### src/rtl/serial_digit_adder_pkg.sv
// Shared types and helpers for the digit-serial add/subtract unit.
package serial_digit_adder_pkg;

  typedef enum logic [1:0] {
    ST_IDLE,
    ST_RUN,
    ST_DONE
  } state_e;

  // Bits needed to count n values, never less than one.
  function automatic int unsigned clog2_min1(input int unsigned n);
    int unsigned w;
    w = 1;
    while ((32'd1 << w) < n) w++;
    return w;
  endfunction

endpackage

### src/rtl/serial_digit_adder_digit.sv
// Combinational DIGIT-bit ripple slice; c_msb is the carry into the top bit.
module digit_adder #(
  parameter int unsigned DIGIT = 4
) (
  input  logic [DIGIT-1:0] a,
  input  logic [DIGIT-1:0] b,
  input  logic             ci,
  output logic [DIGIT-1:0] s,
  output logic             co,
  output logic             c_msb
);

  logic [DIGIT:0] c;

  always_comb begin
    c    = '0;
    s    = '0;
    c[0] = ci;
    for (int i = 0; i < DIGIT; i++) begin
      s[i]   = a[i] ^ b[i] ^ c[i];
      c[i+1] = (a[i] & b[i]) | (c[i] & (a[i] ^ b[i]));
    end
  end

  assign co    = c[DIGIT];
  assign c_msb = c[DIGIT-1];

endmodule

### src/rtl/serial_digit_adder.sv
// Multi-cycle add/subtract: one DIGIT-bit slice reused NDIG times with a registered carry.
module serial_digit_adder
  import serial_digit_adder_pkg::*;
#(
  parameter int unsigned WIDTH = 32,
  parameter int unsigned DIGIT = 4
) (
  input  logic             clk,
  input  logic             rst_n,
  input  logic             start,
  input  logic [WIDTH-1:0] a,
  input  logic [WIDTH-1:0] b,
  input  logic             ci,
  input  logic             sub,
  output logic             busy,
  output logic             done,
  output logic [WIDTH-1:0] s,
  output logic             co,
  output logic             ovf
);

  localparam int unsigned NDIG = WIDTH / DIGIT;
  localparam int unsigned CW   = clog2_min1(NDIG);
  localparam logic [CW-1:0] LAST = CW'(NDIG - 1);

  state_e           state, state_nxt;
  logic [WIDTH-1:0] a_q, b_q, a_nxt, b_nxt, s_nxt;
  logic             c_q, c_nxt, co_nxt, ovf_nxt;
  logic [CW-1:0]    cnt, cnt_nxt;
  logic [DIGIT-1:0] a_dig, b_dig, d_dig;
  logic             d_co, d_cmsb;

  digit_adder #(.DIGIT(DIGIT)) u_digit (
    .a     (a_dig),
    .b     (b_dig),
    .ci    (c_q),
    .s     (d_dig),
    .co    (d_co),
    .c_msb (d_cmsb)
  );

  // Select the operand digit addressed by the counter.
  always_comb begin
    a_dig = '0;
    b_dig = '0;
    for (int i = 0; i < NDIG; i++) begin
      if (cnt == CW'(i)) begin
        a_dig = a_q[i*DIGIT +: DIGIT];
        b_dig = b_q[i*DIGIT +: DIGIT];
      end
    end
  end

  always_comb begin
    state_nxt = state;
    a_nxt     = a_q;
    b_nxt     = b_q;
    c_nxt     = c_q;
    cnt_nxt   = cnt;
    s_nxt     = s;
    co_nxt    = co;
    ovf_nxt   = ovf;
    unique case (state)
      ST_IDLE: begin
        if (start) begin
          state_nxt = ST_RUN;
          a_nxt     = a;
          b_nxt     = sub ? ~b : b;
          c_nxt     = sub ? ~ci : ci;
          cnt_nxt   = '0;
        end
      end
      ST_RUN: begin
        for (int i = 0; i < NDIG; i++) begin
          if (cnt == CW'(i)) s_nxt[i*DIGIT +: DIGIT] = d_dig;
        end
        c_nxt = d_co;
        if (cnt == LAST) begin
          co_nxt    = d_co;
          ovf_nxt   = d_cmsb ^ d_co;
          state_nxt = ST_DONE;
        end else begin
          cnt_nxt = cnt + CW'(1);
        end
      end
      ST_DONE: state_nxt = ST_IDLE;
      default: state_nxt = ST_IDLE;
    endcase
  end

  always_ff @(posedge clk or negedge rst_n) begin
    if (!rst_n) begin
      state <= ST_IDLE;
      a_q   <= '0;
      b_q   <= '0;
      c_q   <= 1'b0;
      cnt   <= '0;
      s     <= '0;
      co    <= 1'b0;
      ovf   <= 1'b0;
      busy  <= 1'b0;
      done  <= 1'b0;
    end else begin
      state <= state_nxt;
      a_q   <= a_nxt;
      b_q   <= b_nxt;
      c_q   <= c_nxt;
      cnt   <= cnt_nxt;
      s     <= s_nxt;
      co    <= co_nxt;
      ovf   <= ovf_nxt;
      busy  <= (state_nxt == ST_RUN);
      done  <= (state_nxt == ST_DONE);
    end
  end

endmodule

### config.mk
export PLATFORM = sky130hd
export DESIGN_NAME = serial_digit_adder
export DESIGN_NICKNAME = d
export VERILOG_FILES = /design/src/rtl/serial_digit_adder_pkg.sv /design/src/rtl/serial_digit_adder_digit.sv /design/src/rtl/serial_digit_adder.sv
export SDC_FILE = /design/constraint.sdc
export NUM_CORES = 1
export LEC_CHECK = 0
export CAP_MARGIN = 25
export CORE_MARGIN = 4
export CORE_UTILIZATION = 57
export CTS_CLUSTER_DIAMETER = 40
export DETAILED_ROUTE_END_ITERATION = 16
export DONT_BUFFER_PORTS = 1
export HOLD_SLACK_MARGIN = 0.15
export PLACE_DENSITY = 0.83
export SYNTH_ARGS = -nofsm -noshare
export SYNTH_HDL_FRONTEND = slang
export SYNTH_SLANG_ARGS = --single-unit
### constraint.sdc
create_clock -name clk -period 3.5 [get_ports clk]
set_input_delay 0.175 -clock clk [delete_from_list [all_inputs] [get_ports clk]]
set_output_delay 0.175 -clock clk [all_outputs]
set_load 0.005 [all_outputs]
======== Yosys cells after proc, flatten, opt, wreduce, memory -nomap -nowiden ========
Index checks and enable logic that the tools add are counted.
Widths: inputs -> output; s select.
word-level totals
  register bits ........................... 106
  bits in latches ......................... 0
  bits in writable memories ............... 0
  bits in read-only memories .............. 0
  bits of input ports ..................... 69
  output and inout bits ................... 36
  word-level logic and storage cells ...... 93
  memories ................................ 0
operators by class
  $add $sub $neg .......................... 1
  $mul .................................... 0
  divide/modulo/power cells ............... 0
  magnitude comparators ................... 0
  eq/ne operators ......................... 12
  shift operators ......................... 0
  mux-type cells .......................... 26
  bitwise operators ....................... 23
  reduce and logical (&&, ||, !) cells .... 14
operator list
  cell                 number
  $mux 4               16
  $mux 32              1
  $not 32->32          1
  $reduce_and 2->1     10
  $eq 3x3->1 const B   4
  $xor 1x1->1          9
  $and 1x1->1          8
  $eq 3x2->1 const B   2
  $mux 3               2
  $pmux 3 s2           1
  $eq 2x1->1 const B   2
  $mux 2               2
  $ne 2x2->1 const B   2
  $or 1x1->1           4
  $pmux 2 s2           1
  $add 3x1->3 const B  1
  $eq 3x1->1 const B   1
  $logic_not 3->1      1
  $reduce_and 3->1     1
  $eq 2x2->1 const B   1
  $logic_not 2->1      1
  $mux 1               2
  $pmux 1 s2           1
  $reduce_bool 2->1    1
  $not 1->1            1

======== Longest topological paths before layout ========
  word-level depth ........................ 19
  mapped depth ............................ 17
  mapped depth without buffers ............ 15

======== Cells and area by module ========
Synthesis repeated with hierarchy kept, for this count alone.
unflattened totals
  cells, all modules ...................... 445
  area, all modules ....................... 5098.6 µm²
modules (own cells, without submodules)
  module              instances  cells an instance  area each (µm²)  sequential area each (µm²)
  serial_digit_adder  1          433                4988.5           2652.5
  digit_adder         1          12                 110.1            0.0

======== Least setup slack after synthesis ========
Ideal clock, no wire load.
  kind .................................... register -> register
  start point ............................. register cnt[2]
  end point ............................... register s[31]
  setup time .............................. 0.125 ns
  arrival time ............................ 3.530 ns
  data required time ...................... 3.375 ns
  setup slack ............................. -0.155 ns
  cell stages (with the launch flop) ...... 16
  buffers on the path ..................... 1
  period minus slack after synthesis ...... 3.655 ns
  cells stage by stage .................... dfrtp_1 buf_4 inv_1 ha_1 nor2b_1 a21oi_1 a31o_2 a32o_1 fa_1 inv_1 fa_1 inv_1 fa_1 inv_1 fa_1 mux2_4
between the ends
  cells in the longest elaborated chain, start to end .. 17
  elaborated cells on any way between the ends .. 39
  classes of those cells .................. eq/ne (7); mux (16); bitwise (14); reduce/logical (2)
RTL lines
  element                 RTL line                        text
  from (decl)             serial_digit_adder.sv:29        logic [CW-1:0] cnt, cnt_nxt;
  from (signal assigned)  serial_digit_adder.sv:108       cnt <= cnt_nxt;
  $logic_not 3->1         serial_digit_adder.sv:47        if (cnt == CW'(i)) begin
  $mux 4 (8 in series)    serial_digit_adder.sv:47
  $xor 1x1->1             serial_digit_adder_digit.sv:21  c[i+1] = (a[i] & b[i]) | (c[i] & (a[i] ^ b[i]));
  $and 1x1->1             serial_digit_adder_digit.sv:21
  $or 1x1->1              serial_digit_adder_digit.sv:21
  $and 1x1->1             serial_digit_adder_digit.sv:21
  $or 1x1->1              serial_digit_adder_digit.sv:21
  $and 1x1->1             serial_digit_adder_digit.sv:21
  $or 1x1->1              serial_digit_adder_digit.sv:21
  $xor 1x1->1 (*)         serial_digit_adder_digit.sv:20  s[i] = a[i] ^ b[i] ^ c[i];
  net d_dig[3]            serial_digit_adder.sv:30        logic [DIGIT-1:0] a_dig, b_dig, d_dig;
  to (signal assigned)    serial_digit_adder.sv:109       s <= s_nxt;
  to (decl)               serial_digit_adder.sv:17        output logic [WIDTH-1:0] s,
Mark *: on every way through the listed nets, which the timed path passes. The rest lies on a longest branch.
A chain may end at the register's enable or synchronous reset.

======== Worst setup path in the final report ========
  start point ............................. register cnt[0]
  end point ............................... register s[7]
Same word-level chain as after synthesis.

==> run_results.csv <==
group,metric,value,unit
cells_and_area,final_cell_mix,"dfrtp_1, dlygate4sd3_1, nand2_1",
die,fp.dieW,104,um
timing,fin_skew,0.0225,ns
global_routing,grt_first_pass_wirelength,22000,um
place,port_buffers,0,
logic_synthesis,synth_area_leader_cell,"dfrtp_1",
drt,drt_iter0_drc,260,
logic_synthesis,synth-seq-cells,106,
logic_synthesis,synth_area,0.00521,mm^2
worst_setup_path,slowest_stage,"fa_2",
die,io_pins,105,
cells_and_area,post-route-util,0.763,
global_routing,gr-total-overflow,0,
logic_synthesis,synth_edf_count,0,
power,p_leak,0.00284,uW
logic_synthesis,postSynthCellCount,489,
drt,totalWireLength,13400,um
logic_synthesis,yosysTopAreaCellShare,0.509,
timing,hold_viol,0,
die,die-area,0.0107,mm^2
timing,tightest_slew,0.746,ns
logic_synthesis,async_reset_ff_frac,1.00,
clock_tree,cts_buffers,9,
global_routing,antenna_found_initial,0,
power,clkPwrFrac,0.115,
outcome,failed_checks,"setup timing",
power,switchingPower,2820,uW
worst_hold_path,hold_path_class,"input pin to flop",
logic_synthesis,yosysWarnings,0,
cells_and_area,area_delta_synth_final,29.1,%
outcome,outcome,"complete, but fails checks",
clock_tree,clk_latency,0.39,ns
timing,rsz0062_at_grt,"true",
global_routing,grt_pass1_vias,4366,
worst_setup_path,path_delay_family,"adder cells",
timing,min_period,3.57,ns
worst_setup_path,critPathLaunchType,"flop",
clock_tree,clockRootBuffer,"clkbuf_8",
place,gp_congestion,0.917,
worst_setup_path,crit_required,3.77,ns
global_routing,grt_max_degree,107,
power,pwr-share-seq,0.340,
die,fp.dieH,104,um
clock_tree,cts.sinks,106,
logic_synthesis,ys_seq_area_frac,0.509,
power,powerDensity,990,mW/mm^2
cells_and_area,regArea,0.00265,mm^2
timing,timing.final.ws_setup,-0.0714,ns
timing,slew_viol_final,0,
drt,drc,0,
timing,relSlewSlack,0.502,
cells_and_area,final_cell_count_no_fill,715,
timing,fmax,280,MHz
worst_setup_path,end_kind,"flop",
logic_synthesis,synth_cell_types,38,
cells_and_area,nets,681,
worst_setup_path,crit_arrival,3.84,ns
worst_setup_path,critical_path.max_fanout,8,
timing,setup_violations,8,
drt,postRouteAntennaNets,0,
global_routing,grt.total_usage,0.252,
timing,final.period_utilization,1.02,
clock_tree,cts_buffer_depth,2,
worst_setup_path,cp_cell_sequence,"ha_2 -> ha_4 -> nor2b_4 -> buf_4 -> buf_4 -> buf_4 -> a21oi_1 -> a31o_2 -> a32oi_2 -> fa_2 -> inv_2 -> fa_2 -> inv_2 -> fa_2 -> mux2_4",
worst_setup_path,crit_buf_inv,5,
clock_tree,cts_tree,"built",
clock_tree,cts.clk_slew.worst_paths,0.11,ns
logic_synthesis,syn_avg_cell_area,10.6,um^2
clock_tree,htreeDepth,3,
cells_and_area,drive_gt1_frac,0.217,
drt,avgRoutedWirePerCell,18.8,um
flow_run,cap_violations,0,
die,core,0.00881,mm^2
cells_and_area,fill_cells,528,
worst_setup_path,criticalPathCategory,"flop to flop",
drt,first_pass_iters,5,
cells_and_area,final_common_cell,"dfrtp_1",
drt,viasPerCell,5.81,
drt,vias,4154,
logic_synthesis,synth.area.top_cells,"dfrtp_1, mux2_2, xnor2_1, nand2_1, a21oi_1",
die,start_util,0.591,
cells_and_area,multiInputGateArea,0.00239,mm^2
power,ir_worst_vdd,644,uV
place,place_inst,595,
power,power_frac_comb,0.546,
logic_synthesis,syn_nets,568,
power,p_int,3830,uW
power,power.share.switching,0.424,
cells_and_area,diodes,0,
die,fp-row-count,34,
place,hpwl,8160,um
logic_synthesis,synthFlopType,"dfrtp_1",
worst_setup_path,cpPeakStageDelay,0.50,ns
[worst paths after layout]
kind | startpoint | end | slack, ns | cells past startpoint
setup / recovery | cnt[0] | s[7] | -0.07 | 15
hold / removal | ci | c_q | 0.20 | 4
setup reg to reg | cnt[0] | s[7] | -0.07 | 15
hold reg to reg | a_q[4] | a_q[4] | 0.52 | 1
max in group asynchronous | rst_n | cnt[1] | 2.72 | 2
min in group asynchronous | rst_n | a_q[26] | 0.40 | 2
[metal layers]
layer	wire (um)	GRT usage	vias up	share of wire
li1	-	-	1901	-
met5	0	0	-	0
met2	6950	0.443	181	0.52
met1	5240	0.309	2035	0.39
met4	397	0.0902	0	0.030
met3	820	0.0504	37	0.061
[power groups by stage]
stage	Combinational [uW]	Sequential, uW	Clock [uW]
final	3630	2260	762
after global routing	3950	2330	822
after CTS	3460	2250	768
after detailed placement	3130	2280	0
after global placement	3000	2260	0
after floorplan	2290	2120	0
[per-stage QoR]
stage / instance area, um^2 / hold WS (ns) / setup WS (ns) / setup TNS [ns] / total power (uW)
2_1_floorplan: 5230 / -0.121 / 0.000306 / 0 / 4410
3_3_place_gp: 5390 / -0.116 / 0.00776 / 0 / 5260
3_5_place_dp: 5390 / -0.116 / -0.172 / -1.35 / 5410
4_1_cts: 6670 / 0.180 / 0.0103 / 0 / 6480
5_1_grt: 6720 / 0.208 / -0.138 / -0.975 / 7100
6_report: 6720 / 0.196 / -0.0714 / -0.476 / 6650
[worst min-delay path: cells and delay by family]
kind / cells / cell delay [ns]
compound gates: 2 / 0.17
xor+xnor: 1 / 0.10
simple gates: 1 / 0.10
[layout make-up]
type / count / share of cell area
clock inverter: 7 / 0.0125
timing repair buffer: 133 / 0.190
clock buffer: 9 / 0.0184
inverter: 16 / 0.00894
sequential: 106 / 0.395
tap: 108 / 0.0201
multi-input combinational: 336 / 0.356
[sequential cells by signal (all words and copies together) (netlist names)]
register and flops:
a_q 32, b_q 32, s 32, cnt 3, state 2, busy 1
c_q 1, co 1, done 1, ovf 1
[synthesized netlist by cell type, types with 7 or more instances]
cell and instances:
buf_4 10, xnor2_1 27, buf_2 15, nor2_1 33, nor2b_1 14, mux2_2 47
o21ai_0 35, nand3_1 8, xor2_1 7, inv_1 16, nand2_1 61, a21oi_1 41
dfrtp_1 106
[cell families after synthesis]
logic type / Yosys count / synth area share
simple gates: 133 / 0.119
compound gates: 109 / 0.124
flops: 106 / 0.509
mux: 50 / 0.109
buf+inv: 47 / 0.0519
xor+xnor: 34 / 0.0572
fa+ha+maj: 10 / 0.0298
[repair_timing]
item	4_1_cts	5_1_grt
endpoints found under the setup margin	8	9
gates cloned	0	0
hold buffers	98	0
pin swaps	4	2
endpoints found under the hold margin	170	0
setup buffers	5	1
gates resized for setup	14	8
Power figures use the tool's default switching activity.
